**config.mk**
```make
export PLATFORM = sky130hd
export DESIGN_NAME = ssp_mstr_flat
export DESIGN_NICKNAME = d
export VERILOG_FILES = /design/src/rtl/ssp_mstr_if.sv /design/src/rtl/ssp_mstr.sv /design/src/flat_wrapper.sv
export SDC_FILE = /design/constraint.sdc
export NUM_CORES = 1
export LEC_CHECK = 0
export CAP_MARGIN = 20
export CORE_ASPECT_RATIO = 2
export CORE_UTILIZATION = 59
export DETAILED_ROUTE_END_ITERATION = 10
export HOLD_SLACK_MARGIN = 0.15
export PLACE_DENSITY = 0.85
export RECOVER_POWER = 100
export SLEW_MARGIN = 20
export SYNTH_ARGS = -nofsm -noshare
export SYNTH_HDL_FRONTEND = slang
export SYNTH_SLANG_ARGS = --single-unit
```
**constraint.sdc**
```tcl
create_clock -name Clk -period 6.26 [get_ports Clk]
set_clock_uncertainty 0.15 [all_clocks]
set_input_delay 1.252 -clock Clk [delete_from_list [all_inputs] [get_ports Clk]]
set_output_delay 1.252 -clock Clk [all_outputs]
set_load 0.005 [all_outputs]
```
**src/rtl/ssp_mstr_if.sv**
```systemverilog
// ssp_mstr_if: host command bus and SSP pins of the ssp_mstr SPI mode 0 initiator.
// The master modport is the initiator's view; the slave modport is the view of
// whatever drives commands and models the SSP slave (host controller or bench).
interface ssp_mstr_if;
  logic        Req;
  logic [2:0]  RA;
  logic        WnR;
  logic [11:0] DI;
  logic        Ack;
  logic        Busy;
  logic        Done;
  logic        RdVld;
  logic [11:0] RdData;
  logic        SSP_SSEL;
  logic        SSP_SCK;
  logic        SSP_MOSI;
  logic        SSP_MISO;

  modport master (
    input  Req, RA, WnR, DI, SSP_MISO,
    output Ack, Busy, Done, RdVld, RdData, SSP_SSEL, SSP_SCK, SSP_MOSI
  );

  modport slave (
    output Req, RA, WnR, DI, SSP_MISO,
    input  Ack, Busy, Done, RdVld, RdData, SSP_SSEL, SSP_SCK, SSP_MOSI
  );
endinterface

```
**src/rtl/ssp_mstr.sv**
```systemverilog
// ssp_mstr: SPI mode 0 initiator for the SSP_UART register slave.
// Each accepted host command {RA, WnR, DI} is sent as one 16-bit MSB-first
// frame; the last 12 bits clocked in from MISO are returned on RdData.
// Optional feature macro: SSP_MSTR_PIPE_EN adds a one-entry command holding
// register so a new command can be accepted while a frame is in progress.
module ssp_mstr #(
  parameter int unsigned pClkDiv = 2,
  parameter int unsigned pGap    = 4
) (
  input  logic       Clk,
  input  logic       Rst,
  ssp_mstr_if.master bus
);

  typedef enum logic [2:0] {
    IDLE    = 3'd0,
    SETUP   = 3'd1,
    SHIFT_H = 3'd2,
    SHIFT_L = 3'd3,
    HOLD    = 3'd4,
    GAP     = 3'd5
  } state_t;

  localparam logic [7:0] DIV_RELOAD = 8'(pClkDiv - 1);
  localparam logic [7:0] GAP_RELOAD = 8'(pGap - 1);

  state_t      state_q, state_d;
  logic [7:0]  cnt_q, cnt_d;
  logic [3:0]  bit_q, bit_d;
  logic [15:0] tx_q, tx_d;
  logic [11:0] rx_q, rx_d;
  logic        wnr_q, wnr_d;
  logic        busy_q, busy_d;
  logic        done_q, done_d;
  logic        rdvld_q, rdvld_d;
  logic [11:0] rddata_q, rddata_d;
  logic        ssel_q, ssel_d;
  logic        sck_q, sck_d;

`ifdef SSP_MSTR_PIPE_EN
  logic [15:0] hold_q, hold_d;
  logic        hold_vld_q, hold_vld_d;
`endif

  logic [15:0] req_frame;
  logic        cnt_done;
  logic        gap_exit;
  logic        ack;
  logic        load_en;
  logic [15:0] load_frame;

  assign req_frame = {bus.RA, bus.WnR, bus.DI};
  assign cnt_done  = (cnt_q == 8'd0);
  assign gap_exit  = (state_q == GAP) && cnt_done;

`ifdef SSP_MSTR_PIPE_EN
  assign ack = Rst & bus.Req & ((state_q == IDLE) | ~hold_vld_q | gap_exit);
`else
  assign ack = Rst & bus.Req & (state_q == IDLE);
`endif

  // Next-state and next-output logic for the frame sequencer.
  always_comb begin
    state_d    = state_q;
    cnt_d      = cnt_done ? cnt_q : cnt_q - 8'd1;
    bit_d      = bit_q;
    tx_d       = tx_q;
    rx_d       = rx_q;
    wnr_d      = wnr_q;
    busy_d     = busy_q;
    done_d     = 1'b0;
    rdvld_d    = 1'b0;
    rddata_d   = rddata_q;
    ssel_d     = ssel_q;
    sck_d      = sck_q;
    load_en    = 1'b0;
    load_frame = 16'h0000;
`ifdef SSP_MSTR_PIPE_EN
    hold_d     = hold_q;
    hold_vld_d = hold_vld_q;
    if (ack && (state_q != IDLE) && !gap_exit) begin
      hold_d     = req_frame;
      hold_vld_d = 1'b1;
    end
`endif

    case (state_q)
      IDLE: begin
        if (ack) begin
          load_en    = 1'b1;
          load_frame = req_frame;
        end
      end

      SETUP: begin
        if (cnt_done) begin
          state_d = SHIFT_H;
          sck_d   = 1'b1;
          cnt_d   = DIV_RELOAD;
        end
      end

      SHIFT_H: begin
        if (cnt_q == DIV_RELOAD) begin
          rx_d = {rx_q[10:0], bus.SSP_MISO};
        end
        if (cnt_done) begin
          bit_d = bit_q + 4'd1;
          sck_d = 1'b0;
          cnt_d = DIV_RELOAD;
          if (bit_q == 4'd15) begin
            state_d = HOLD;
          end else begin
            state_d = SHIFT_L;
            tx_d    = {tx_q[14:0], 1'b0};
          end
        end
      end

      SHIFT_L: begin
        if (cnt_done) begin
          state_d = SHIFT_H;
          sck_d   = 1'b1;
          cnt_d   = DIV_RELOAD;
        end
      end

      HOLD: begin
        if (cnt_done) begin
          state_d  = GAP;
          ssel_d   = 1'b0;
          tx_d     = 16'h0000;
          done_d   = 1'b1;
          rdvld_d  = ~wnr_q;
          rddata_d = rx_q;
          cnt_d    = GAP_RELOAD;
        end
      end

      GAP: begin
        if (cnt_done) begin
`ifdef SSP_MSTR_PIPE_EN
          if (hold_vld_q) begin
            load_en    = 1'b1;
            load_frame = hold_q;
            hold_vld_d = ack;
            hold_d     = req_frame;
          end else if (ack) begin
            load_en    = 1'b1;
            load_frame = req_frame;
          end else begin
            state_d = IDLE;
            busy_d  = 1'b0;
          end
`else
          state_d = IDLE;
          busy_d  = 1'b0;
`endif
        end
      end

      default: begin
        state_d = IDLE;
        busy_d  = 1'b0;
        ssel_d  = 1'b0;
        sck_d   = 1'b0;
        tx_d    = 16'h0000;
      end
    endcase

    if (load_en) begin
      state_d = SETUP;
      tx_d    = load_frame;
      wnr_d   = load_frame[12];
      ssel_d  = 1'b1;
      sck_d   = 1'b0;
      busy_d  = 1'b1;
      bit_d   = 4'd0;
      cnt_d   = DIV_RELOAD;
    end
  end

  // State and output registers; reset aborts any frame in flight at once.
  always_ff @(posedge Clk or negedge Rst) begin
    if (!Rst) begin
      state_q    <= IDLE;
      cnt_q      <= 8'd0;
      bit_q      <= 4'd0;
      tx_q       <= 16'h0000;
      rx_q       <= 12'h000;
      wnr_q      <= 1'b0;
      busy_q     <= 1'b0;
      done_q     <= 1'b0;
      rdvld_q    <= 1'b0;
      rddata_q   <= 12'h000;
      ssel_q     <= 1'b0;
      sck_q      <= 1'b0;
`ifdef SSP_MSTR_PIPE_EN
      hold_q     <= 16'h0000;
      hold_vld_q <= 1'b0;
`endif
    end else begin
      state_q    <= state_d;
      cnt_q      <= cnt_d;
      bit_q      <= bit_d;
      tx_q       <= tx_d;
      rx_q       <= rx_d;
      wnr_q      <= wnr_d;
      busy_q     <= busy_d;
      done_q     <= done_d;
      rdvld_q    <= rdvld_d;
      rddata_q   <= rddata_d;
      ssel_q     <= ssel_d;
      sck_q      <= sck_d;
`ifdef SSP_MSTR_PIPE_EN
      hold_q     <= hold_d;
      hold_vld_q <= hold_vld_d;
`endif
    end
  end

  assign bus.Ack      = ack;
  assign bus.Busy     = busy_q;
  assign bus.Done     = done_q;
  assign bus.RdVld    = rdvld_q;
  assign bus.RdData   = rddata_q;
  assign bus.SSP_SSEL = ssel_q;
  assign bus.SSP_SCK  = sck_q;
  assign bus.SSP_MOSI = tx_q[15];

endmodule

```
**src/flat_wrapper.sv**
```systemverilog
// flat-port wrapper written by rule: the top's interface ports become plain ports
module ssp_mstr_flat 
#(
  parameter int unsigned pClkDiv = 2,
  parameter int unsigned pGap    = 4
)
  (Clk, Rst, bus_Req, bus_RA, bus_WnR, bus_DI, bus_SSP_MISO, bus_Ack, bus_Busy, bus_Done, bus_RdVld, bus_RdData, bus_SSP_SSEL, bus_SSP_SCK, bus_SSP_MOSI);
  ssp_mstr_if bus_i ();
  input  logic Clk;
  input  logic Rst;
  input wire logic [$bits(bus_i.Req)-1:0] bus_Req;
  input wire logic [$bits(bus_i.RA)-1:0] bus_RA;
  input wire logic [$bits(bus_i.WnR)-1:0] bus_WnR;
  input wire logic [$bits(bus_i.DI)-1:0] bus_DI;
  input wire logic [$bits(bus_i.SSP_MISO)-1:0] bus_SSP_MISO;
  output wire logic [$bits(bus_i.Ack)-1:0] bus_Ack;
  output wire logic [$bits(bus_i.Busy)-1:0] bus_Busy;
  output wire logic [$bits(bus_i.Done)-1:0] bus_Done;
  output wire logic [$bits(bus_i.RdVld)-1:0] bus_RdVld;
  output wire logic [$bits(bus_i.RdData)-1:0] bus_RdData;
  output wire logic [$bits(bus_i.SSP_SSEL)-1:0] bus_SSP_SSEL;
  output wire logic [$bits(bus_i.SSP_SCK)-1:0] bus_SSP_SCK;
  output wire logic [$bits(bus_i.SSP_MOSI)-1:0] bus_SSP_MOSI;
  assign bus_i.Req = bus_Req;
  assign bus_i.RA = bus_RA;
  assign bus_i.WnR = bus_WnR;
  assign bus_i.DI = bus_DI;
  assign bus_i.SSP_MISO = bus_SSP_MISO;
  assign bus_Ack = bus_i.Ack;
  assign bus_Busy = bus_i.Busy;
  assign bus_Done = bus_i.Done;
  assign bus_RdVld = bus_i.RdVld;
  assign bus_RdData = bus_i.RdData;
  assign bus_SSP_SSEL = bus_i.SSP_SSEL;
  assign bus_SSP_SCK = bus_i.SSP_SCK;
  assign bus_SSP_MOSI = bus_i.SSP_MOSI;
  ssp_mstr #(.pClkDiv(pClkDiv), .pGap(pGap)) u_core (.Clk(Clk), .Rst(Rst), .bus(bus_i));
endmodule
```
[After elaboration in Yosys (flattened, before gate mapping)]
Index checks and enable logic that the tools add are counted.
Storage, ports and cells
  latch bits: 0
  RAM bits: 0
  logic and storage cells: 88
  ROM bits: 0
  register bits after elaboration: 61
  input bits: 20
  memories kept: 0
  output and inout bits: 19
Operators by class
  mux-type cells: 36
  equality and inequality tests: 17
  $add $sub $neg: 2
  multipliers: 0
  reduce and logical (&&, ||, !) cells: 18
  bitwise logic cells: 3
  order comparisons: 0
  shifts and indexed selects: 0
  divide/modulo/power cells: 0
Operators by type and width (count)
  two-way mux 16 bit: 6
  one-hot mux 16 bit (3 select lines): 1
  two-way mux 8 bit: 4
  two-way mux 3 bit: 6
  one-hot mux 8 bit (2 select lines): 1
  one-hot mux 3 bit (5 select lines): 1
  two-way mux 4 bit: 3
  != test 3 x 1 -> 1 bit, second input constant: 4
  two-way mux 1 bit: 11
  != test 2 x 1 -> 1 bit, second input constant: 5
  AND reduction 2 bit: 5
  OR reduction 5 bit: 2
  == test 8 x 1 -> 1 bit, second input constant: 1
  logical NOT 8 bit: 1
  subtractor 8 x 1 -> 8 bit, second input constant: 1
  == test 3 x 2 -> 1 bit, second input constant: 2
  == test 3 bit, second input constant: 2
  OR reduction 3 bit: 2
  AND reduction 5 bit: 1
  adder 4 x 1 -> 4 bit, second input constant: 1
  == test 4 bit, second input constant: 1
  one-hot mux 1 bit (2 select lines): 2
  AND reduction 4 bit: 1
  nonzero test 2 bit: 2
  9 further kinds: 10

[Longest topological paths before layout]
Gate-level depths: netlist of run 1.
  depth in word-level cells: 6
  mapped depth: 10

[Worst setup path before layout of run 1]
OpenSTA, ideal clock, no wires.
  path kind: input to output
  from: input port Rst
  to: output port bus_Ack
  cell stages on the path: 4
  arrival: 1.922 ns
  path buffers: 2
  slack: 2.936 ns
  required time: 4.858 ns
  cell sequence: nand3b_1 -> nor2_1 -> buf_2 -> buf_1
Between the ends
  word-level cells in the longest chain between the ends: 2
Ends and longest elaborated chain
  start, declared: RTL line flat_wrapper.sv:10  | input logic Rst;
  AND 1 bit (2 in series): RTL line ssp_mstr.sv:59  | assign ack = Rst & bus.Req & (state_q == IDLE);
  end, declared: RTL line flat_wrapper.sv:16  | output wire logic [$bits(bus_i.Ack)-1:0] bus_Ack;
No other way between the ends.

[Worst setup path in the final report of run 1]
  from: input port bus_Req
  to: output port bus_Ack
Between the ends
  word-level cells in the longest chain between the ends: 2
Ends and longest elaborated chain
  start, declared: RTL line flat_wrapper.sv:11  | input wire logic [$bits(bus_i.Req)-1:0] bus_Req;
  AND 1 bit (2 in series): RTL line ssp_mstr.sv:59
No other way between the ends.

==> results_dict.tcl, run 1 <==
set metrics [dict create \
    hold_class "reg2reg" \
    synth-compound-area-share_pct 9.97 \
    swShare_pct 29.7 \
    r2r-end "u_core.rx_q[1]" \
    clkTransAtPathRegs_ps 70 \
    slew_viol_final 33 \
    finalCritPeriodShare_pct 82.2 \
    synth_edf_count 0 \
    grt_usage_pct 23.8 \
    drive_above_1_share_pct 14.3 \
    fmax_ghz 0.194 \
    yosys.area_share.simple_pct 10.3 \
    r2r-start "u_core.state_q[1]" \
    internal_power_w 0.000790 \
    cts_max_level 3 \
    seqPwrFrac_pct 49.5 \
    synth_xor_xnor_area_share_pct 1.52 \
    grt_max_degree 66 \
    worstMarginPinSlew_ps 2120 \
    async_flop_share_pct 100 \
    synth_top_family_by_area "multiplexers" \
    power_leakage_nw 1.58 \
    diodes 0 \
    r2r_slack_ps 1670 \
    ff2ff_path_depth 4 \
    syn_area_mm2 0.00289 \
    setup_tns_ps 0 \
    dr.first_iter.drc_count 61 \
    synth_fp_nets 262 \
    initial_core_util_pct 62.2 \
    place_ws_ps 1930 \
    muxShareOfSynthArea_pct 17.5 \
    crit_end "bus_Ack" \
    seq_area_frac_synth_pct 52.9 \
    pwr_density_cell_mw_per_mm2 330 \
    die_w_um 51.5 \
    first_global_vias 2002 \
    ys.flop_type "dfrtp_1" \
    dr.pass1.iters 4 \
    core_mm2 0.00464 \
    drc 0 \
    cts_made_buffers 9 \
    cts-resized-gates 0 \
    cap_violations 2 \
    grt_first_pass_wirelength_um 9050 \
    hold_start "u_core.wnr_q" \
    fin_ws_ps 1120 \
    syn2layout_area_growth_pct 17.8 \
    rows 35 \
    antenna_found_initial 0 \
    ir_drop_v 0.000255 \
    grt_overflow 0 \
    cts.repair_timing.setup_buffer_count 0 \
    status "complete, but fails checks" \
    clock_path_buffers 2 \
    switching_power_w 0.000334 \
    synthesis.instances 237 \
    place.gp.congestion 0.811 \
    crit_required_ps 4860 \
    cts_tree "done" \
    synth_warnings 0 \
    ys_ff_latch 61 \
    io-pin-count 39 \
    layout.nets 300 \
    start_kind "primary input" \
    dieArea_mm2 0.00520 \
    post-dp-hpwl_um 3560 \
    ant_nets 0 \
    violations "capacitance limit, slew limit" \
    wl_per_cell_um 16.0 \
    vias 1911 \
    path_max_fanout 29 \
    port_buffers 38 \
    synth.distinct_cells 44 \
    clock_sinks 61 \
    viasPerCell 5.72 \
    postSynthAreaPerCell_um2 12.2 \
    critPathLaunch "bus_Req" \
    min_period_ps 5140 \
    crit_type "in2out" \
    final-hold-violation-count 0 \
    nFillCells 338 \
    rsz0062_at_grt "no" \
    insertion_delay_ps 330 \
    synth_fa_ha_area_share_pct 2.51 \
    critical_path.endpoint_type "primary output" \
    clock-root-buffer "clkbuf_8" \
    worstPathArrival_ps 3740 \
    pwr-share-clk_pct 30.9 \
    setup_viol 0 \
    drt-total-wl_um 5330 \
    final_common_cell "dfrtp_1" \
    dieHeight_um 101 \
    layout_common_cells "61 x dfrtp_1, 21 x mux2_2, 20 x inv_1, 20 x dlygate4sd3_1, 17 x clkdlybuf4s50_1" \
    slew_headroom_pct -41.6 \
    ctsHoldBuffers 0 \
    p_comb_share_pct 19.7 \
]
[power groups by stage]
stage | registers, W | clock network (W) | logic, W
after floorplan | 0.000540 | 0 | 0.000170
after global routing | 0.000567 | 0.000368 | 0.000254
final | 0.000556 | 0.000347 | 0.000221
after detailed placement | 0.000562 | 0 | 0.000224
after CTS | 0.000556 | 0.000351 | 0.000228
after global placement | 0.000558 | 0 | 0.000213
[per-stage QoR]
step / utilization [%] / hold slack [ps] / cells / instance area [um^2] / power (W)
after detailed placement: 70.5 / 274 / 319 / 3270 / 0.000785
after CTS: 74.8 / 285 / 334 / 3470 / 0.00113
after global placement: 70.5 / 262 / 319 / 3270 / 0.000771
after global routing: 73.3 / 307 / 334 / 3400 / 0.00119
after floorplan: - / 249 / 237 / 2890 / 0.000710
final: 73.3 / 286 / 334 / 3400 / 0.00112
[layout make-up]
| class | count | area [um^2] | share of cell area (%) |
|---|---|---|---|
| clock buffer | 11 | 151 | 4.45 |
| clock inverter | 4 | 47.5 | 1.40 |
| inverter | 20 | 75.1 | 2.21 |
| multi-input combinational | 143 | 1150 | 33.7 |
| sequential | 61 | 1530 | 44.9 |
| tap | 55 | 68.8 | 2.02 |
| timing repair buffer | 40 | 385 | 11.3 |
[cells in the mapped netlist, types with 2 or more instances]
cell type  instances  area, um^2
a31oi_1            3        18.8
buf_6              2        22.5
buf_1              2        7.51
o21ai_0            3        15.0
buf_2              2        10.0
ha_1               5        62.6
a22oi_1           13        97.6
nor2_1            16        60.1
a22o_1             4        35.0
a21oi_1            6        30.0
mux2_4             8         120
xor2_1             4        35.0
clkbuf_1           4        15.0
o22ai_1            3        18.8
nand4_1            2        12.5
a211oi_1           4        30.0
nor3b_2            2        25.0
nand3b_1           2        15.0
and3_1             2        12.5
inv_1             20        75.1
dfrtp_1           61        1530
o32ai_1            2        17.5
buf_4              3        22.5
mux2_2            21         236
nor3_1             3        15.0
nand2_1            4        15.0
nor2b_1            3        18.8
nand3_1            3        15.0
mux2i_1           15         150
[registers in the layout, indices dropped and copies added, names as in the netlist]
register             flops
u_core.bus.SSP_SSEL      1
u_core.bus.RdData       12
u_core.rx_q             12
u_core.bus.SSP_SCK       1
u_core.state_q           3
u_core.cnt_q             8
u_core.wnr_q             1
u_core.tx_q             16
u_core.bus.Busy          1
u_core.bus.Done          1
u_core.bus.RdVld         1
u_core.bit_q             4
[worst max-delay path, stage by stage]
cell and delay (ps):
dlygate4sd3_1 630, nand3b_1 140, nor2_2 90, clkbuf_1 920
dlygate4sd3_1 690
[per-layer routing]
metal | part of all wire (%) | GRT usage (%) | vias up
li1 | - | - | 915
met1 | 40 | 26.5 | 960
met2 | 55 | 42.5 | 31
met3 | 3.0 | 5.88 | 5
met4 | 1.2 | 8.94 | 0
met5 | 0 | 0 | -
[worst min-delay path by stage]
stage,to,slack [ps],depth (start not counted)
detailed placement,u_core.bus.RdVld,270,1
global route,u_core.bus.RdVld,310,1
CTS,u_core.bus.RdVld,290,1
finish,u_core.bus.RdVld,290,1
floorplan,u_core.bus.RdVld,250,1
global placement,u_core.bus.RdVld,260,1
[kinds of logic after synthesis]
kind of cell / after synthesis
xor+xnor: 5
simple gates: 47
mux: 44
buf+inv: 33
flops: 61
fa+ha+maj: 6
compound gates: 41
Power figures use the tool's default switching activity.
==> inputs of run 2 (changes only) <==
--- a/config.mk
+++ b/config.mk
@@ -7,10 +7,10 @@
 export LEC_CHECK = 0
 export CAP_MARGIN = 20
 export CORE_ASPECT_RATIO = 2
-export CORE_UTILIZATION = 59
+export CORE_UTILIZATION = 49
 export DETAILED_ROUTE_END_ITERATION = 10
 export HOLD_SLACK_MARGIN = 0.15
-export PLACE_DENSITY = 0.85
+export PLACE_DENSITY = 0.75
 export RECOVER_POWER = 100
 export SLEW_MARGIN = 20
 export SYNTH_ARGS = -nofsm -noshare
==> constraint.sdc (replaced) <==
create_clock -name Clk -period 4.6 [get_ports Clk]
set_clock_uncertainty 0.15 [all_clocks]
set_input_delay 0.92 -clock Clk [delete_from_list [all_inputs] [get_ports Clk]]
set_output_delay 0.92 -clock Clk [all_outputs]
set_load 0.005 [all_outputs]
==> results_dict.tcl, run 2 (same netlist as run 1, synthesis figures left out) <==
set metrics [dict create \
    slew_viol_final 49 \
    critPathLaunch "u_core.cnt_q[0]" \
    final-hold-violation-count 0 \
    violations "capacitance limit, slew limit" \
    worstPathArrival_ps 3630 \
    dr.first_iter.drc_count 71 \
    crit_required_ps 4660 \
    insertion_delay_ps 330 \
    drc 0 \
    die_w_um 56.3 \
    power_leakage_nw 1.63 \
    port_buffers 38 \
    dieHeight_um 111 \
    critical-path-slowest-cell "o32a_1" \
    vias 1931 \
    finalCritPeriodShare_pct 77.7 \
    cts_made_buffers 9 \
    setup_viol 0 \
    layout.nets 301 \
    met2_usage_pct 32.8 \
    place.gp.congestion 0.786 \
    rows 39 \
    grt.met1_usage_pct 22.2 \
    pwr-share-clk_pct 38.2 \
    worstMarginPinSlew_ps 1760 \
    start_kind "flip-flop" \
    core_mm2 0.00571 \
    drt-total-wl_um 5410 \
    io-pin-count 39 \
    cts_tree "done" \
    p_comb_share_pct 17.5 \
    switching_power_w 0.000483 \
    grt_overflow 0 \
    fmax_ghz 0.280 \
    hold_class "reg2reg" \
    cap_violations 2 \
    r2r-start "u_core.cnt_q[0]" \
    cpPeakStageDelay_ps 840 \
    grt_first_pass_wirelength_um 9400 \
    cp_cell_sequence "inv_1, ha_1, nor3b_1, and2_0, o32a_1, mux2_2" \
    internal_power_w 0.00123 \
    ir_drop_v 0.000363 \
    hold_start "u_core.wnr_q" \
    grt_util_met3_pct 5.39 \
    top_register "u_core.tx_q" \
    diodes 0 \
    dieArea_mm2 0.00622 \
    status "complete, but fails checks" \
    post-dp-hpwl_um 3760 \
    ctsHoldBuffers 0 \
    grt_usage_pct 19.9 \
    nFillCells 472 \
    clock-root-buffer "clkbuf_16" \
    fin_area_mm2 0.00352 \
    cts-resized-gates 0 \
    pwr_density_cell_mw_per_mm2 488 \
    critical_path.endpoint_type "flip-flop" \
    crit_type "reg2reg" \
    swShare_pct 28.2 \
    drive_above_1_share_pct 14.2 \
    antenna_found_initial 0 \
    syn2layout_area_growth_pct 21.8 \
    cp_top_family "simple AND/OR/NAND/NOR gates" \
    setup_tns_ps 0 \
    final_common_cell "dfrtp_1" \
    cts_max_level 3 \
    clock_path_buffers 2 \
    power.total_w 0.00172 \
    clock_sinks 61 \
    min_period_ps 3580 \
    rsz0062_at_grt "no" \
    grt_max_degree 36 \
    cp_num_buf_inv 1 \
    largest_reg_flops 16 \
    layout_common_cells "61 x dfrtp_1, 21 x mux2_2, 20 x inv_1, 20 x dlygate4sd3_1, 17 x clkdlybuf4s50_1" \
    clkTransAtPathRegs_ps 50 \
    wl_per_cell_um 15.8 \
    viasPerCell 5.65 \
    place_area_mm2 0.00329 \
    path_max_fanout 16 \
    slew_headroom_pct -17.5 \
    cts.repair_timing.setup_buffer_count 0 \
    dr.pass1.iters 4 \
    initial_core_util_pct 50.6 \
    first_global_vias 2030 \
    grt.busiest_layer "met2" \
    seqPwrFrac_pct 44.3 \
    ant_nets 0 \
]
run 2: changes by cell type in the layout (fill, tap and decap cells not counted), sizes merged:
cell,previous run,this run
clkbuf,13,14
clkinvlp,1,0
clkinv,2,4
run 2: layout make-up:
| type | instances | area (um^2) | area share (%) |
|---|---|---|---|
| well taps | 61 | 76.3 | 2.17 |
| multi-input cells | 143 | 1160 | 32.9 |
| repair buffers | 41 | 389 | 11.1 |
| inverters | 20 | 75.1 | 2.14 |
| clock inverters | 5 | 50.0 | 1.42 |
| clock buffers | 11 | 243 | 6.90 |
| flip-flops and latches | 61 | 1530 | 43.4 |
run 2: through the flow:
stage,instances,setup slack [ps],hold slack [ps],utilization [%]
2_1_floorplan,237,1940,249,-
3_3_place_gp,326,1240,263,57.6
3_5_place_dp,326,1240,263,57.6
4_1_cts,342,1230,269,62.7
5_1_grt,342,670,286,61.6
6_report,342,1020,268,61.6
run 2: path summary, 6_finish.rpt:
| path | endpoint | slack (ps) | depth (start not counted) |
|---|---|---|---|
| max | u_core.tx_q[3] | 1020 | 6 |
| min | u_core.bus.RdVld | 270 | 1 |
| max reg2reg | u_core.tx_q[3] | 1020 | 6 |
| min reg2reg | u_core.bus.RdVld | 270 | 1 |
| max in group asynchronous | u_core.bus.RdData[3] | 2180 | 2 |
| min in group asynchronous | u_core.bus.Busy | 550 | 2 |
run 2: worst reg2reg max path, stage by stage, from the launching register on:
cell and delay, ps:
dfrtp_1 420, inv_1 120, ha_1 180, nor3b_1 720
and2_0 600, o32a_1 840, mux2_2 420
run 2: layer usage:
metal  vias up  share of wire [%]  wire (um)
met1       963                 39       2100
met4         0                3.5        187
met2        38                 55       2960
met3        16                3.1        169
li1        914                  -          -
met5         -                  0          0
run 2: power groups by stage:
stage | combinational (W) | sequential [W] | clock, W
6_report | 0.000301 | 0.000759 | 0.000656
5_1_grt | 0.000351 | 0.000776 | 0.000688
4_1_cts | 0.000312 | 0.000761 | 0.000669
3_5_place_dp | 0.000306 | 0.000766 | 0
3_3_place_gp | 0.000296 | 0.000761 | 0
2_1_floorplan | 0.000231 | 0.000735 | 0
==> inputs of run 3 (changes only) <==
==> constraint.sdc (replaced) <==
create_clock -name Clk -period 3 [get_ports Clk]
set_clock_uncertainty 0.15 [all_clocks]
set_input_delay 0.6 -clock Clk [delete_from_list [all_inputs] [get_ports Clk]]
set_output_delay 0.6 -clock Clk [all_outputs]
set_load 0.005 [all_outputs]
==> results_dict.tcl, run 3 (same netlist as run 1, synthesis figures left out) <==
set metrics [dict create \
    grt_usage_pct 20.8 \
    ant_nets 0 \
    cts_tree "done" \
    rows 39 \
    crit_required_ps 2250 \
    start_kind "primary input" \
    place_ws_ps 329 \
    io-pin-count 39 \
    drt-total-wl_um 5960 \
    clock_path_buffers 2 \
    dieArea_mm2 0.00622 \
    clock-root-buffer "clkbuf_16" \
    die_w_um 56.3 \
    rsz0062_at_grt "no" \
    slew_viol_final 0 \
    dr.pass1.iters 4 \
    nFillCells 447 \
    cts.repair_timing.setup_buffer_count 0 \
    top_register "u_core.tx_q" \
    timing.hold.ws_ps 301 \
    cap_violations 0 \
    grt_first_pass_wirelength_um 9820 \
    place_area_mm2 0.00336 \
    cts-resized-gates 0 \
    vias 1978 \
    antenna_found_initial 0 \
    grt_overflow 0 \
    syn2layout_area_growth_pct 27.3 \
    dieHeight_um 111 \
    finalCritPeriodShare_pct 90.7 \
    layout.nets 311 \
    place.gp.congestion 0.762 \
    drive_above_1_share_pct 20.6 \
    post-dp-hpwl_um 3940 \
    slew_headroom_pct 47.3 \
    pwr_density_cell_mw_per_mm2 765 \
    clkTransAtPathRegs_ps 50 \
    fmax_ghz 0.367 \
    cts_made_buffers 9 \
    core_mm2 0.00571 \
    largest_reg_flops 16 \
    min_period_ps 2720 \
    grt_max_degree 65 \
    insertion_delay_ps 320 \
    final-hold-violation-count 0 \
    worstPathArrival_ps 1970 \
    path_max_fanout 2 \
    viasPerCell 5.62 \
    final_common_cell "dfrtp_1" \
    critical_path.endpoint_type "primary output" \
    hold_class "reg2reg" \
    first_global_vias 2082 \
    initial_core_util_pct 50.6 \
    wl_per_cell_um 16.9 \
    diodes 0 \
    crit_type "in2out" \
    fin_ws_ps 278 \
    layout_common_cells "61 x dfrtp_1, 21 x mux2_2, 20 x inv_1" \
    clock_sinks 61 \
    drc 0 \
    setup_viol 0 \
    status "finished clean" \
    port_buffers 38 \
    ir_drop_v 0.000540 \
    cts_max_level 3 \
    power_leakage_nw 1.72 \
    ctsHoldBuffers 0 \
    worstMarginPinSlew_ps 790 \
    fin_area_mm2 0.00368 \
    final_core_util_pct 64.4 \
    setup_tns_ps 0 \
    dr.first_iter.drc_count 78 \
]
## run 3: worst paths after layout
path	from	endpoint	slack [ps]	cells past startpoint
max	bus_Req	bus_Ack	280	4
min	u_core.wnr_q	u_core.bus.RdVld	300	1
max reg2reg	u_core.cnt_q[1]	u_core.bus.RdData[6]	320	7
min reg2reg	u_core.wnr_q	u_core.bus.RdVld	300	1
max in group asynchronous	Rst	u_core.bus.Done	1710	2
min in group asynchronous	Rst	u_core.cnt_q[5]	440	2
## run 3: layer usage
layer  vias to the layer above  wire [um]  global-route usage [%]
li1                        939          -                       -
met1                      1007       2300                    22.8
met2                        25       3390                    36.8
met3                         7        140                    5.27
met4                         0        125                    9.11
met5                         -          0                       0
## run 3: through the flow
| step | total power (W) | cells |
|---|---|---|
| floorplan | 0.00148 | 237 |
| global placement | 0.00164 | 336 |
| detailed placement | 0.00167 | 336 |
| CTS | 0.00285 | 352 |
| global route | 0.00295 | 352 |
| finish | 0.00281 | 352 |
## run 3: area by class of cell
cell class	instances	area, um^2	share of cell area [%]
flip-flops and latches	61	1530	41.5
multi-input cells	143	1200	32.5
repair buffers	51	458	12.5
clock buffers	13	280	7.62
well taps	61	76.3	2.08
inverters	20	75.1	2.04
clock inverters	3	65.1	1.77
## run 3: critical path, cell delays in order
cell	delay, ps
clkdlybuf4s50_1	480
nand3b_1	130
nor2_1	220
clkdlybuf4s50_1	540
## run 3: report_power, final
group / total, W / internal [W] / switching (W)
clock: 0.00116 / 0.000815 / 0.000346
combinational: 0.000501 / 0.000243 / 0.000258
sequential: 0.00115 / 0.000999 / 0.000153
total: 0.00281 / 0.00206 / 0.000756
